--- src/rtl/seq_divider.sv ---
`timescale 1ns/1ps
// Iterative restoring divider for MIPS DIV/DIVU: one quotient bit per cycle,
// quotient on lo, remainder on hi, fixed latency for every operand pair.
module seq_divider #(
   parameter int WIDTH = 32
) (
   input  logic             clk,
   input  logic             rst_n,
   input  logic             start,
   input  logic             is_signed,
   input  logic [WIDTH-1:0] dividend,
   input  logic [WIDTH-1:0] divisor,
   output logic             busy,
   output logic             done,
   output logic [WIDTH-1:0] lo,
   output logic [WIDTH-1:0] hi,
   output logic             div_by_zero,
   output logic [1:0]       dbg_state
);

   localparam int CW = $clog2(WIDTH + 1);

   // Handshake: start is sampled at a rising edge only while busy=0; that edge is the
   // accept edge. busy stays high until the edge after the single-cycle done pulse.
   typedef enum logic [1:0] {
      S_IDLE = 2'd0,
      S_RUN  = 2'd1,
      S_FIX  = 2'd2,
      S_DONE = 2'd3
   } state_e;

   state_e           state_q, state_d;
   logic [CW-1:0]    cnt_q, cnt_d;
   logic [WIDTH-1:0] rem_q, rem_d;
   logic [WIDTH-1:0] quo_q, quo_d;
   logic [WIDTH-1:0] dvsr_q, dvsr_d;
   logic [WIDTH-1:0] raw_q, raw_d;
   logic [WIDTH-1:0] lo_q, lo_d;
   logic [WIDTH-1:0] hi_q, hi_d;
   logic             sgnq_q, sgnq_d;
   logic             sgnr_q, sgnr_d;
   logic             zero_q, zero_d;
   logic             dbz_q, dbz_d;

   logic [WIDTH-1:0] dvnd_abs;
   logic [WIDTH-1:0] dvsr_abs;
   logic [WIDTH:0]   rem_sh;
   logic [WIDTH+1:0] trial;

   // Magnitudes; the most negative value maps onto itself, which is correct read unsigned.
   assign dvnd_abs = (is_signed && dividend[WIDTH-1]) ? -dividend : dividend;
   assign dvsr_abs = (is_signed && divisor[WIDTH-1])  ? -divisor  : divisor;

   // The shifted partial remainder needs one extra bit; the trial one more for its sign.
   assign rem_sh = {rem_q, quo_q[WIDTH-1]};
   assign trial  = {1'b0, rem_sh} - {2'b00, dvsr_q};

   always_ff @(posedge clk or negedge rst_n) begin
      if (!rst_n) begin
         state_q <= S_IDLE;
         cnt_q   <= '0;
         rem_q   <= '0;
         quo_q   <= '0;
         dvsr_q  <= '0;
         raw_q   <= '0;
         lo_q    <= '0;
         hi_q    <= '0;
         sgnq_q  <= 1'b0;
         sgnr_q  <= 1'b0;
         zero_q  <= 1'b0;
         dbz_q   <= 1'b0;
      end else begin
         state_q <= state_d;
         cnt_q   <= cnt_d;
         rem_q   <= rem_d;
         quo_q   <= quo_d;
         dvsr_q  <= dvsr_d;
         raw_q   <= raw_d;
         lo_q    <= lo_d;
         hi_q    <= hi_d;
         sgnq_q  <= sgnq_d;
         sgnr_q  <= sgnr_d;
         zero_q  <= zero_d;
         dbz_q   <= dbz_d;
      end
   end

   always_comb begin
      state_d = state_q;
      cnt_d   = cnt_q;
      rem_d   = rem_q;
      quo_d   = quo_q;
      dvsr_d  = dvsr_q;
      raw_d   = raw_q;
      lo_d    = lo_q;
      hi_d    = hi_q;
      sgnq_d  = sgnq_q;
      sgnr_d  = sgnr_q;
      zero_d  = zero_q;
      dbz_d   = dbz_q;
      unique case (state_q)
         S_IDLE: begin
            if (start) begin
               state_d = S_RUN;
               cnt_d   = CW'(WIDTH);
               rem_d   = '0;
               quo_d   = dvnd_abs;
               dvsr_d  = dvsr_abs;
               raw_d   = dividend;
               sgnq_d  = is_signed & (dividend[WIDTH-1] ^ divisor[WIDTH-1]);
               sgnr_d  = is_signed & dividend[WIDTH-1];
               zero_d  = (divisor == '0);
            end
         end
         S_RUN: begin
            // WIDTH iterations, then one more RUN cycle that observes the empty counter.
            if (cnt_q != '0) begin
               quo_d = {quo_q[WIDTH-2:0], ~trial[WIDTH+1]};
               rem_d = trial[WIDTH+1] ? rem_sh[WIDTH-1:0] : trial[WIDTH-1:0];
               cnt_d = cnt_q - CW'(1);
            end else begin
               state_d = S_FIX;
            end
         end
         S_FIX: begin
            state_d = S_DONE;
            dbz_d   = zero_q;
            if (zero_q) begin
               lo_d = '1;
               hi_d = raw_q;
            end else begin
               lo_d = sgnq_q ? -quo_q : quo_q;
               hi_d = sgnr_q ? -rem_q : rem_q;
            end
         end
         S_DONE: begin
            state_d = S_IDLE;
         end
         default: begin
            state_d = S_IDLE;
         end
      endcase
   end

   assign busy        = (state_q != S_IDLE);
   assign done        = (state_q == S_DONE);
   assign lo          = lo_q;
   assign hi          = hi_q;
   assign div_by_zero = dbz_q;
   assign dbg_state   = state_q;

endmodule

--- config.mk ---
export PLATFORM = sky130hd
export DESIGN_NAME = seq_divider
export DESIGN_NICKNAME = d
export VERILOG_FILES = /design/src/rtl/seq_divider.sv
export SDC_FILE = /design/constraint.sdc
export NUM_CORES = 1
export LEC_CHECK = 0
export ABC_AREA = 1
export BUFFER_PORTS_ARGS = -buffer_cell sky130_fd_sc_hd__buf_2
export CAP_MARGIN = 20
export CORE_ASPECT_RATIO = 0.6
export CORE_UTILIZATION = 45
export CTS_CLUSTER_DIAMETER = 200
export CTS_CLUSTER_SIZE = 8
export DETAILED_ROUTE_END_ITERATION = 16
export PLACE_DENSITY = 0.71
export SYNTH_ARGS = -nofsm -noshare
export SYNTH_HDL_FRONTEND = slang
export SYNTH_SLANG_ARGS = --single-unit
--- constraint.sdc ---
create_clock -name clk -period 3.2 [get_ports clk]
set_input_delay 0.32 -clock clk [delete_from_list [all_inputs] [get_ports clk]]
set_output_delay 0.32 -clock clk [all_outputs]
set_load 0.01 [all_outputs]
Word-level counts from Yosys, hierarchy flattened:

Index checks and enable logic that the tools add are counted.

* output and inout port bits: 69
* memory bits (writable): 0
* memories kept: 0
* bits of input ports: 68
* logic and storage cells: 57
* memory bits (read-only): 0
* register bits after elaboration: 204
* bits in latches: 0

* $mul: 0
* equality and inequality tests: 6
* add/sub/neg operators: 6
* bitwise gates (word level): 4
* $lt $le $gt $ge: 0
* reductions and logical operators: 10
* div/mod/pow operators: 0
* shift operators: 0
* multiplexer cells: 19

Operator list (count)
* $mux W32: 11
* $neg A32 Y32: 4
* $pmux W32 S2: 2
* $sub A33 B32 Y34: 1
* $logic_not A32 Y1: 1
* $mux W6: 2
* $pmux W6 S2: 1
* $pmux W2 S4: 1
* $ne A2 B2 Y1 const B: 3
* $reduce_bool A6 Y1: 1
* $sub A6 B1 Y6 const B: 1
* $eq A2 B2 Y1 const B: 2
* $mux W2: 2
* $reduce_and A2 Y1: 2
* $reduce_bool A2 Y1: 2
* $reduce_and A3 Y1: 1
* $and A1 B1 Y1: 2
* $eq A2 B1 Y1 const B: 1
* $logic_and A1 B1 Y1: 2
* $logic_not A2 Y1: 1
* $not A1 Y1: 1
* $xor A1 B1 Y1: 1

Depth between registers and ports, before layout:

Gate-level depths: netlist of the first run.

* word-level depth: 4
* depth in mapped cells: 17
* depth with buffers taken out: 16

Least setup slack after synthesis of the first run:

Ideal clock, no wire load.

* kind: register to register
* from: register quo_q[31]
* to: register rem_q[16]
* path buffers: 0
* data arrival time: 1925 ps
* data required time: 3083 ps
* path slack: 1158 ps
* stages on the path, launching flop included: 14
* setup time: 117 ps
* clock period less this slack: 2042 ps
* cell sequence: dfrtp_1 > inv_1 > ha_1 > inv_1 > fa_1 > nand3_1 > nand3_1 > nand2_1 > nand2_1 > a21oi_1 > xor2_1 > nand2_1 > nand3_1 > nand2_1

* cells in the longest elaborated chain, start to end: 4

Ends and longest elaborated chain
* from (decl): line 35 `logic [WIDTH-1:0] quo_q, quo_d;`
* from (signal assigned): line 76 `quo_q <= quo_d;`
* $sub A33 B32 Y34: line 56 `assign trial = {1'b0, rem_sh} - {2'b00, dvsr_q};`
* $mux W32: line 119 `rem_d = trial[WIDTH+1] ? rem_sh[WIDTH-1:0] : trial[WIDTH-1:0];`
* $mux W32: line 117 `if (cnt_q != '0) begin`
* $pmux W32 S2: line 101 `unique case (state_q)`
* to (signal assigned): line 75 `rem_q <= rem_d;`
* to (decl): line 34 `logic [WIDTH-1:0] rem_q, rem_d;`

No other way between the ends. The select of a mux whose other input is x is not followed.
A chain may end at the register's enable or synchronous reset.

Final worst setup path of the first run:

* from: register rem_q[29]
* to: register rem_q[7]

* cells in the longest elaborated chain, start to end: 4

Ends and longest elaborated chain (line)
* $sub A33 B32 Y34: 56
* $mux W32: 119
* $mux W32: 117
* $pmux W32 S2: 101

No other way between the ends. The select of a mux whose other input is x is not followed.

==> flow_summary.yaml, run 1 <==
routing:
  drt-initial-drc-count: 1766
  dr.pass1.iters: 6
  wire_per_inst_um: 18.8
  vias_per_cell: 5.58
  wl_met1_mm: 26.6
  antenna_left: 0
  top_layer_used: "met5"
  wl_met3_mm: 6.89
  drt_wl_total_mm: 52.9
  vias: 15717
  routed-wl-met2_mm: 18.9
  route.detailed.drc: 0
global_route:
  grt_pass1_wl_mm: 81.0
  grt_usage: 0.309
  grt_max_degree: 91
  antenna_found_initial: 2
  gr-total-overflow: 0
  first_global_vias: 14025
yosys:
  synthTopCellsByCount: "nand2_1 (670), inv_1 (314), nand3_1 (262)"
  syn-num-nets: 2389
  yosysWarningCount: 0
  synth_top_area_cell: "dfrtp_1"
  syn_area_um2: 14900
  ys_ff_latch: 204
  synth-async-reset-ratio: 1.00
  synth_cells: 2277
  ys.flop_type: "dfrtp_1"
  synthMostInstantiatedCell: "nand2_1"
  synth_cell_types: 50
  muxShareOfSynthArea: 0
  synthXorXnorAreaFrac: 0.0300
  yosysTopAreaCellShare: 0.343
  synth_top_family_by_area: "simple AND/OR/NAND/NOR gates"
  synth_area_leaders: "dfrtp_1 (34%), nand2_1 (17%), nand3_1 (8.8%)"
  ys_seq_area_frac: 0.343
  avgSynthCellArea_um2: 6.53
  synthAdderAreaFrac: 0.0375
  synth_edf_count: 0
  yosys.area_share.simple: 0.367
  synth-compound-area-share: 0.116
sta:
  worstMarginPinSlew_ns: 0.927
  fin_skew_ns: 0.0231
  setup_viol: 0
  max_clock_freq_ghz: 0.372
  tns_ns: 0
  whs_ns: 0.0574
  fin_crit_sh: 0.839
  hold_viol_final: 0
  slew_violations: 0
  rsz0062_at_grt: "no"
  period_needed_ns: 2.69
  max_slew_margin: 0.377
placement:
  place_area_um2: 15900
  routabilityCongestion: 1.02
  place_hpwl_mm: 41.8
  portBuffers: 136
floorplanning:
  row_count: 51
  die_width_um: 237
  ios: 137
  dieHeight_um: 143
  start_util: 0.458
  fp.coreArea_um2: 32500
  design.die.area_um2: 33800
power:
  peakVddDrop_mv: 0.964
  power.density_nw_per_um2: 1160
  totalPowerFinal_mw: 19.3
  p_leak_nw: 8.67
flow_run:
  drv_cap: 0
clock_tree:
  cts.htree.levels: 1
  cts_resized: 0
  numCtsBuffers: 29
  cts_tree: "built"
  clkSlewWorstSetupHoldPaths_ns: 0.05
  cts_setup_buffers: 0
  clock_latency_ns: 0.55
  clockRootBuffer: "clkbuf_16"
  clockBufferDepth: 3
  cts_num_sinks: 204
cells_and_area:
  fin_area_um2: 16700
  area_delta_synth_final_pct: 12.4
  final_util: 0.515
  drive_above_1_share: 0.103
  final_nets: 2505
  diodes: 0
worst_setup_path:
  reg2regPathDepth: 10
  setup.worst_path.end: "rem_q[7]$_DFFE_PN0P_"
  critPathArrivalTime_ns: 3.10
  slowest_delay_ns: 0.44
  path_cells: "ha_1 > a21oi_1 > o21ai_0 > nor2_1 > nand2_1 > nor2_8 > buf_4 > nand3_1 > nand3_1 > o21ai_1"
  r2r_setup_slack_ns: 0.51
  worstSetupStartpointType: "flip-flop"
  end_kind: "flip-flop"
  crit_family: "simple AND/OR/NAND/NOR gates"
  crit_fanout: 24
  critPathLaunch: "rem_q[29]$_DFFE_PN0P_"
  reg2reg_from: "rem_q[29]$_DFFE_PN0P_"
  crit_required_ns: 3.62
  critPathBufInv: 1
  critical_path_depth: 10
  crit_slowest_cell: "dfrtp_1"
  worstSetupPathType: "flip-flop to flip-flop"
  r2r_end: "rem_q[7]$_DFFE_PN0P_"
  worst_path_most_repeated_cell: "nand3_1"
status:
  outcome: "completed"
hold_path:
  hold_class: "primary input to flip-flop"
-- timing repair --
item                                    in CTS  in global routing
hold buffers                                 1                  0
hold endpoints to repair                    82                  0
endpoints found under the setup margin       0                  0
-- flip-flops by register name, summed over array words and instances, names as in the netlist --
name         count
cnt_q            6
dbg_state        2
div_by_zero      1
dvsr_q          32
hi              32
lo              32
quo_q           32
raw_q           32
rem_q           32
sgnq_q           1
sgnr_q           1
zero_q           1
-- routing by layer --
metal / vias to the layer above / global-route usage
met5: - / 0
met4: 2 / 0.0359
met3: 44 / 0.111
met2: 725 / 0.391
met1: 7394 / 0.493
li1: 7552 / -
-- logic make-up (layout without fill, tap and decap cells) --
group,Yosys count,after routing
compound gates,311,311
buf+inv,403,519
simple gates,1264,1264
fa+ha+maj,44,44
flops,204,204
xor+xnor,51,51
-- worst register-to-register path, cell delays in order (launching register included) --
cell and delay (ns):
dfrtp_1 0.44, ha_1 0.38, a21oi_1 0.29, o21ai_0 0.12, nor2_1 0.20, nand2_1 0.18
nor2_8 0.40, buf_4 0.27, nand3_1 0.10, nand3_1 0.11, o21ai_1 0.07
-- cell usage in the layout, fill, tap and decap left out, drive strengths merged, types with 2 or more instances in the layout --
cell | synthesis | final
clkinv | 3 | 3
or2 | 8 | 8
o211ai | 21 | 21
o32ai | 2 | 2
buf | 28 | 161
a31oi | 13 | 13
clkbuf | 49 | 29
inv | 323 | 324
o21ai | 173 | 173
nand3 | 271 | 271
nand3b | 9 | 9
nand2 | 679 | 679
and2 | 6 | 6
nand4 | 34 | 34
o311ai | 3 | 3
nor2 | 220 | 220
ha | 43 | 43
o31ai | 5 | 5
a21oi | 77 | 77
dfrtp | 204 | 204
o22ai | 5 | 5
o221ai | 4 | 4
nor3 | 31 | 31
xnor2 | 16 | 16
and3 | 2 | 2
nor4 | 4 | 4
a22oi | 2 | 2
xor2 | 35 | 35
o21bai | 5 | 5
-- cell type report --
cell class | instances | area [um2]
fillers | 3263 | 15800
well taps | 424 | 531
flip-flops and latches | 204 | 5100
clock buffers | 29 | 726
clock inverters | 2 | 38.8
multi-input cells | 1670 | 8200
repair buffers | 162 | 901
inverters | 326 | 1220
-- where the power goes --
| group | leakage (nW) | internal [mW] | switching [mW] |
|---|---|---|---|
| Combinational | 5.78 | 3.72 | 8.02 |
| Sequential | 2.52 | 3.80 | 1.02 |
| Clock | 0.376 | 1.66 | 1.12 |
| Total | 8.67 | 9.17 | 10.2 |
-- worst min-delay path by stage --
stage	startpoint	end	slack, ns	cells past startpoint
after floorplan	rst_n	cnt_q[0]$_DFFE_PN0P_	0.02	0
after global placement	rst_n	rem_q[16]$_DFFE_PN0P_	0.37	1
after detailed placement	rst_n	rem_q[14]$_DFFE_PN0P_	0.39	1
after CTS	dividend[19]	raw_q[19]$_DFFE_PN0P_	0.04	3
after global routing	dividend[19]	raw_q[19]$_DFFE_PN0P_	0.07	3
final	dividend[19]	raw_q[19]$_DFFE_PN0P_	0.06	3
-- metrics by stage --
step                      instances  worst slack (ns)
final                          2817             0.514
after global routing           2817             0.291
after CTS                      2817             0.577
after detailed placement       2785             0.610
after global placement         2785             0.638
after floorplan                2277              1.16
No activity file was read; power rests on OpenSTA's default activity.
==> run 2: changes to the inputs <==
==> constraint.sdc (replaced) <==
create_clock -name clk -period 2.7 [get_ports clk]
set_input_delay 0.27 -clock clk [delete_from_list [all_inputs] [get_ports clk]]
set_output_delay 0.27 -clock clk [all_outputs]
set_load 0.01 [all_outputs]
==> run 2 against run 1 <==
Effect of this change:
- first-iteration DRC count is 10% higher
- highest routed layer is now met4
- cell count is 0.78% higher
- clock power is 18% higher
- clock skew is 0.0090 ns lower
==> flow_summary.yaml, run 2 (same netlist as run 1, synthesis figures left out) <==
status:
  outcome: "completed"
worst_setup_path:
  critPathArrivalTime_ns: 3.04
  worstSetupPathType: "flip-flop to flip-flop"
  worst_path_most_repeated_cell: "nand2_1"
  crit_family: "simple AND/OR/NAND/NOR gates"
  end_kind: "flip-flop"
  crit_slowest_cell: "dfrtp_1"
  critPathBufInv: 2
  path_cells: "ha_1 > nand2_1 > inv_2 > nand2_2 > inv_2 > nand2_1 > nor2_2 > nand2_4 > nand2_8 > nand3_1 > nand2_1 > nand2_1"
  worstSetupStartpointType: "flip-flop"
  reg2regPathDepth: 12
  crit_required_ns: 3.13
  r2r_setup_slack_ns: 0.09
  crit_fanout: 32
  r2r_end: "rem_q[26]$_DFFE_PN0P_"
  critPathLaunch: "rem_q[22]$_DFFE_PN0P_"
  slowest_delay_ns: 0.55
  reg2reg_from: "rem_q[22]$_DFFE_PN0P_"
cells_and_area:
  area_delta_synth_final_pct: 13.7
  drive_above_1_share: 0.114
  layout_commonest_cell: "nand2_1"
  final_cell_mix: "nand2_1 (668), inv_1 (311), nand3_1 (262)"
  fin_cells: 2839
  final_nets: 2527
sta:
  max_clock_freq_ghz: 0.383
  tns_ns: 0
  rsz0062_at_grt: "no"
  setup_viol: 0
  max_slew_margin: 0.419
  hold_viol_final: 0
  worstMarginPinSlew_ns: 0.866
  fin_skew_ns: 0.0141
  period_needed_ns: 2.61
  slew_violations: 0
  fin_crit_sh: 0.966
global_route:
  gr-total-overflow: 0
  grt_usage: 0.312
  grt_pass1_wl_mm: 80.5
  antenna_found_initial: 2
  first_global_vias: 13895
  grt_max_degree: 79
floorplanning:
  fp.coreArea_um2: 32500
  die_width_um: 237
  dieHeight_um: 143
  design.die.area_um2: 33800
  row_count: 51
  start_util: 0.458
  ios: 137
clock_tree:
  clock_latency_ns: 0.55
  clockRootBuffer: "clkbuf_16"
  cts_num_sinks: 204
  clockBufferDepth: 3
  cts_tree: "built"
  cts_setup_buffers: 0
  numCtsBuffers: 29
  cts.htree.levels: 1
  clkSlewWorstSetupHoldPaths_ns: 0.05
placement:
  portBuffers: 136
  routabilityCongestion: 1.02
  dp_cells: 2807
  place_hpwl_mm: 42.1
power:
  peakVddDrop_mv: 0.788
  p_leak_nw: 8.78
  power.density_nw_per_um2: 1370
  totalPowerFinal_mw: 23.2
flow_run:
  drv_cap: 0
hold_path:
  min_from: "dividend[31]"
  holdPathStages: 3
  hold_end: "raw_q[31]$_DFFE_PN0P_"
  hold_class: "primary input to flip-flop"
routing:
  dr.pass1.iters: 6
  vias_per_cell: 5.59
  drt-initial-drc-count: 1946
  vias: 15879
  route.detailed.drc: 0
  drt_wl_total_mm: 53.0
  antenna_left: 0
  wire_per_inst_um: 18.7
## run 2: changes by cell type in the layout (fill, tap and decap cells not counted), sizes merged
cell and change:
inv -1, buf +22, diode +1
## run 2: layout make-up
cell class / instances / area (um2)
multi-input combinational: 1670 / 8210
sequential: 204 / 5100
clock buffer: 29 / 726
clock inverter: 1 / 30.0
tap: 424 / 531
fill: 3271 / 15600
antenna: 1 / 2.50
timing repair buffer: 184 / 1090
inverter: 326 / 1220
## run 2: metrics by stage
stage	hold WS, ns	area [um2]	worst slack [ns]	util
5_1_grt	0.0433	16900	0.000574	0.521
3_3_place_gp	0.291	16100	0.127	0.497
6_report	0.0286	16900	0.0922	0.521
3_5_place_dp	0.282	16100	0.175	0.497
4_1_cts	0.0196	16900	0.149	0.520
2_1_floorplan	-0.0256	14900	0.658	-
## run 2: how the worst max path moves through the flow
| stage | endpoint | slack [ns] | depth (start not counted) |
|---|---|---|---|
| 5_1_grt | rem_q[24]$_DFFE_PN0P_ | 0.0006 | 15 |
| 3_3_place_gp | rem_q[26]$_DFFE_PN0P_ | 0.13 | 13 |
| 4_1_cts | rem_q[26]$_DFFE_PN0P_ | 0.15 | 13 |
| 2_1_floorplan | rem_q[16]$_DFFE_PN0P_ | 0.66 | 13 |
| 6_report | rem_q[26]$_DFFE_PN0P_ | 0.09 | 12 |
| 3_5_place_dp | rem_q[26]$_DFFE_PN0P_ | 0.17 | 13 |
## run 2: per-layer routing
layer | wire, um | part of all wire | GRT usage | vias to the layer above
met5 | 0 | 0 | 0 | -
met3 | 8020 | 0.15 | 0.131 | 54
li1 | - | - | - | 7600
met2 | 18600 | 0.35 | 0.378 | 832
met1 | 25500 | 0.48 | 0.491 | 7393
met4 | 830 | 0.016 | 0.0588 | 0
## run 2: what timing repair did
action,CTS,global route
hold buffers,1,0
setup endpoints to repair,0,31
resized for setup,0,7
hold endpoints to repair,72,0
## run 2: worst reg2reg max path: stages, from the launching register on
cell     delay, ns
dfrtp_1       0.55
ha_1          0.53
nand2_1       0.13
inv_2         0.08
nand2_2       0.07
inv_2         0.10
nand2_1       0.11
nor2_2        0.17
nand2_4       0.16
nand2_8       0.25
nand3_1       0.21
nand2_1       0.11
nand2_1       0.05
## run 2: where the power goes
group	total [mW]	switching [mW]	internal, mW
sequential	5.73	1.24	4.50
clock	3.29	1.33	1.96
combinational	14.2	9.56	4.61
